### src/rtl/conv_encoder_frame.sv
// conv_encoder_frame: framed rate-1/2 feedforward convolutional encoder, K=3..6, zero-tail terminated.
// Defining CONV_ENC_STATS_EN adds a 16-bit frame_count output of completed frames.
module conv_encoder_frame #(
    parameter int FRAME_LEN = 13
) (
    input  logic       clk,
    input  logic       rst,
    input  logic [2:0] choose_constraint_length,
    input  logic       frame_start,
    input  logic       in_bit,
    input  logic       in_valid,
    output logic       in_ready,
    output logic [1:0] encoded_bits,
    output logic       out_valid,
    input  logic       out_ready,
    output logic       out_last,
    output logic       busy,
    output logic       cfg_err
`ifdef CONV_ENC_STATS_EN
    ,
    output logic [15:0] frame_count
`endif
);
    typedef enum logic [1:0] {IDLE, DATA, TAIL, DRAIN} state_t;
    state_t     r_state, w_next;
    logic [2:0] r_k, r_tcnt, w_k_sel;
    logic [4:0] r_hist;
    logic [7:0] r_cnt;
    logic [1:0] r_sym, w_sym;
    logic       r_valid, r_last;
    logic       w_k_legal, w_start, w_load_ok, w_in_acc, w_tail_ld, w_tail_end, w_data_end, w_last_hs, w_u;
    logic [5:0] w_win, w_g0, w_g1;

    assign w_k_legal  = (choose_constraint_length >= 3'd3) && (choose_constraint_length <= 3'd6);
    assign w_k_sel    = w_k_legal ? choose_constraint_length : 3'd3;
    assign w_start    = (r_state == IDLE) && frame_start;
    assign w_load_ok  = !r_valid || out_ready;
    assign w_in_acc   = (r_state == DATA) && in_valid && w_load_ok;
    assign w_data_end = w_in_acc && (r_cnt == 8'(FRAME_LEN - 1));
    assign w_tail_ld  = (r_state == TAIL) && w_load_ok;
    assign w_tail_end = w_tail_ld && (r_tcnt == r_k - 3'd2);
    assign w_last_hs  = r_valid && out_ready && r_last;

    // Generators left-aligned in 6 bits so the MSB tap always meets the current input
    assign w_g0  = (r_k == 3'd3) ? 6'b111000 : (r_k == 3'd4) ? 6'b110100 :
                   (r_k == 3'd5) ? 6'b100110 : 6'b101011;
    assign w_g1  = (r_k == 3'd3) ? 6'b101000 : (r_k == 3'd4) ? 6'b111100 :
                   (r_k == 3'd5) ? 6'b111010 : 6'b111101;
    assign w_u   = w_in_acc ? in_bit : 1'b0;
    assign w_win = {w_u, r_hist[0], r_hist[1], r_hist[2], r_hist[3], r_hist[4]};
    assign w_sym = {^(w_win & w_g0), ^(w_win & w_g1)};

    always_ff @(posedge clk or posedge rst) begin
        if (rst) r_state <= IDLE;
        else     r_state <= w_next;
    end

    always_comb begin
        w_next   = r_state;
        in_ready = (r_state == DATA) && w_load_ok;
        busy     = (r_state != IDLE);
        cfg_err  = w_start && !w_k_legal && !rst;
        case (r_state)
            IDLE:    w_next = frame_start ? DATA : IDLE;
            DATA:    w_next = w_data_end ? TAIL : DATA;
            TAIL:    w_next = w_tail_end ? DRAIN : TAIL;
            default: w_next = w_last_hs ? IDLE : DRAIN;
        endcase
    end

    always_ff @(posedge clk or posedge rst) begin
        if (rst) begin
            r_k     <= 3'd3;
            r_hist  <= '0;
            r_cnt   <= '0;
            r_tcnt  <= '0;
            r_sym   <= '0;
            r_valid <= 1'b0;
            r_last  <= 1'b0;
        end else begin
            if (w_start) begin
                r_k    <= w_k_sel;
                r_hist <= '0;
                r_cnt  <= '0;
                r_tcnt <= '0;
            end
            if (w_in_acc) begin
                r_hist <= {r_hist[3:0], in_bit};
                r_cnt  <= r_cnt + 8'd1;
            end
            if (w_tail_ld) begin
                r_hist <= {r_hist[3:0], 1'b0};
                r_tcnt <= r_tcnt + 3'd1;
            end
            if (w_in_acc || w_tail_ld) begin
                r_sym   <= w_sym;
                r_valid <= 1'b1;
                r_last  <= w_tail_end;
            end else if (out_ready) begin
                r_valid <= 1'b0;
            end
        end
    end

    assign encoded_bits = r_sym;
    assign out_valid    = r_valid;
    assign out_last     = r_last;

`ifdef CONV_ENC_STATS_EN
    logic [15:0] r_frame_count;
    always_ff @(posedge clk or posedge rst) begin
        if (rst)            r_frame_count <= '0;
        else if (w_last_hs) r_frame_count <= r_frame_count + 16'd1;
    end
    assign frame_count = r_frame_count;
`endif
endmodule

### config.mk
export PLATFORM = sky130hd
export DESIGN_NAME = conv_encoder_frame
export DESIGN_NICKNAME = d
export VERILOG_FILES = /design/src/rtl/conv_encoder_frame.sv
export SDC_FILE = /design/constraint.sdc
export NUM_CORES = 1
export LEC_CHECK = 0
export ABC_AREA = 1
export CORE_UTILIZATION = 50
export DETAILED_ROUTE_END_ITERATION = 8
export GPL_TIMING_DRIVEN = 0
export HOLD_SLACK_MARGIN = 0.03
export PLACE_DENSITY = 0.84
export RECOVER_POWER = 50
export SETUP_SLACK_MARGIN = 0.1
export SYNTH_ARGS = -nofsm -noshare
export SYNTH_HDL_FRONTEND = slang
export SYNTH_SLANG_ARGS = --single-unit
### constraint.sdc
create_clock -name clk -period 4.7 [get_ports clk]
set_clock_uncertainty 0.05 [all_clocks]
set_input_delay 1.175 -clock clk [delete_from_list [all_inputs] [get_ports clk]]
set_output_delay 1.175 -clock clk [all_outputs]
set_load 0.05 [all_outputs]
==> run metrics, run 1 <==
Worst EP arrival 3.12 ns; Least-Margin Pin Slew 0.9213 ns; Worst path slowest cell clkdlybuf4s50_1; Synth Flop Type dfrtp_1; vias in the first global route 1171; Comb power frac between 50% and 60%; Setup Buffers After CTS 0; Die Area 0.003153 mm2; sequential area share after synthesis 42.83%; Critical Path Start Type input pin; clk_lat worst skew between 0.3 and 0.4 ns; Hold Crit Class register to register; switch share 47.94%; Power, Total 0.0009400 W; die width 56.16 um; Area growth syn-to-layout 14.85%; Syn Nets 209; TritonCTS clock tree yes; number of synthesized flops with an enable pin 0; most frequent cell on the critical path clkdlybuf4s50_1; Synth cell types 24; Initial DRT Pass Iterations 4; largest net degree at the start of global routing 26; Reg2Reg Setup Slack 3.07 ns; Antenna Nets Post-Route 0; maximum clock insertion buffer count 2; worst-path cell chain clkdlybuf4s50_1, nand3_1, inv_1, nand2_1, nor2_1, clkdlybuf4s50_1; post-cts resize count 0; Die Y 56.16 um; CTS clock-pin slew for the worst setup and hold paths 0.15 ns; Hold Buf Count CTS 0; final hold vios 0; I/O pin count 16; DR DRC count 0; CTS Buf Count 3; Port Buffers 15; drt via density 5.105; area share of the largest cell type after synthesis 39.25%; crit path time final 4.344 ns; Vias 1261; Seq pwr share 36.8%; initial antenna violation count 0; 1st-iter DRT viols 38; crit share post-route 92.42%; CP Max Fanout 7; Max Cap Violations 0; CTS HTree Levels 1; NetSw 0.0004506 W; first-pass GRT wire length 4774 um; Layout Nets 229; Post-Synthesis Cells 197; WS Path Type input pin to output pin; max_slew headroom 38.51%; fmax about 230 MHz; CP delay by family, top buffers and inverters; Int Pwr around 0.00049 W; setup violators final 0; Area contributors post-synth dfrtp_1 39%, nand2_1 13%, nand3_1 8.2%; outcome finished clean; Worst VDD drop 0.3915 mV; Starting Density between 50 and 60%; Leak 0.8402 nW; power share of the clock group 11.2%; YS warnings 0; commonest cells in the netlist 52 x nand2_1, 30 x inv_1, 24 x nand3_1, 23 x dfrtp_1, 11 x nor2_1; routability congestion estimate 0.7646; Slew Limit Fails 0; wire per inst 11.05 um; RSZ-0062 raised after global routing false; CTS Root Cell clkbuf_4; Netlist Area Pre-Place 0.001466 mm2; hpwl dp 2132 um; final wirelength 2730 um; Critical path buffers and inverters 3; critical path endpoint category output pin; number of diodes 0; Congestion Overflow GR 0; PwrDens around 560 mW/mm2; count leader, synth nand2_1; post-synth top area cell dfrtp_1; core area about 0.0028 mm2; setup tns final 0 ns; slowest stage delay, CP 0.80 ns; clk sinks 25; Critical Path RT 3.47 ns; Mean Syn Cell Area 7.444 um2; layout cells sized above 1 between 6 and 7%; Core Rows 19; FFs w/ async S/R, synth 100.0%; Seq cells post-synth 25; total track usage around a fifth
final cells by class:
cell class / count / area, um2
plain buffers: 2 / 10.01
clock inverters: 1 / 8.758
fillers: 236 / 1074
flip-flops and latches: 25 / 628.1
multi-input cells: 137 / 701.9
repair buffers: 15 / 150.1
inverters: 33 / 123.9
clock buffers: 3 / 22.52
well taps: 31 / 38.79
per-stage QoR:
stage	area [um2]	util [%]	cells	worst slack (ns)	hold WS [ns]
3_5_place_dp	1655	60.03	243	0.4309	0.4158
3_3_place_gp	1655	60.03	243	0.4277	0.4084
2_1_floorplan	1466	-	197	1.014	0.3917
4_1_cts	1687	61.16	247	0.4295	0.4360
5_1_grt	1684	61.07	247	0.2497	0.4549
6_report	1684	61.07	247	0.3561	0.4384
power groups by stage:
stage | Combinational, W | Clock, W | Sequential (W)
floorplan | 0.000338 | 0 | 0.000381
global placement | 0.000485 | 0 | 0.000345
detailed placement | 0.000492 | 0 | 0.000349
CTS | 0.000494 | 0.000109 | 0.000346
global route | 0.000552 | 0.000117 | 0.000355
finish | 0.000489 | 0.000105 | 0.000346
cell usage in the layout, fill, tap and decap left out:
master	count
a21oi_1	6
a22o_1	1
buf_2	1
clkbuf_2	1
clkbuf_4	3
clkdlybuf4s50_1	14
dfrtp_1	23
dfstp_2	2
dlygate4sd3_1	1
ha_1	3
inv_1	32
inv_2	1
inv_6	1
nand2_1	52
nand3_1	24
nand3_4	1
nand4_1	5
nor2_1	12
nor2_2	2
nor2_4	2
nor3_1	3
nor3_2	1
o211ai_1	1
o21ai_0	7
o21ai_1	4
o22ai_1	8
xnor2_1	2
xor2_1	3
per-layer routing:
layer / vias to the layer above / part of all wire (%) / track usage [%]
met2: 5 / 49 / 32.65
met4: 0 / 0.81 / 4.530
li1: 682 / - / -
met5: - / 0 / 0
met1: 570 / 49 / 24.89
met3: 4 / 1.9 / 4.186
worst paths after layout:
check,from,to,cells past startpoint
min,r_cnt[7]$_DFFE_PP0P_,r_cnt[7]$_DFFE_PP0P_,1
max in group asynchronous,rst,encoded_bits[0]$_DFFE_PP0P_,2
min reg2reg,r_cnt[7]$_DFFE_PP0P_,r_cnt[7]$_DFFE_PP0P_,1
max,frame_start,cfg_err,6
max reg2reg,r_k[1]$_DFFE_PP1P_,encoded_bits[0]$_DFFE_PP0P_,10
min in group asynchronous,rst,r_tcnt[2]$_DFFE_PP0P_,2
state kept, by name, indices dropped and copies added, names as in the netlist:
| name | cells |
|---|---|
| encoded_bits | 2 |
| out_last | 1 |
| out_valid | 1 |
| r_cnt | 8 |
| r_hist | 5 |
| r_k | 3 |
| r_state | 2 |
| r_tcnt | 3 |
kinds of logic (layout without fill, tap and decap cells):
group                      count (synthesis)  after routing  share of synthesized area (%)
buffers and inverters                     35             54                          9.129
and+or+nand+nor                          102            102                          32.17
xor gates and xnor gates                   5              5                          2.987
adders and majority gates                  3              3                          2.560
AOI/OAI and AO/OA                         27             27                          10.32
DFF                                       25             25                          42.83
Note: power is estimated with default switching activity, not from simulation.
==> run 2, diff against run 1 <==
Settings changed: CAP_MARGIN from default to 20.
==> results of run 2 <==
The final DEF is identical to that of run 1; final timing and power are the same.
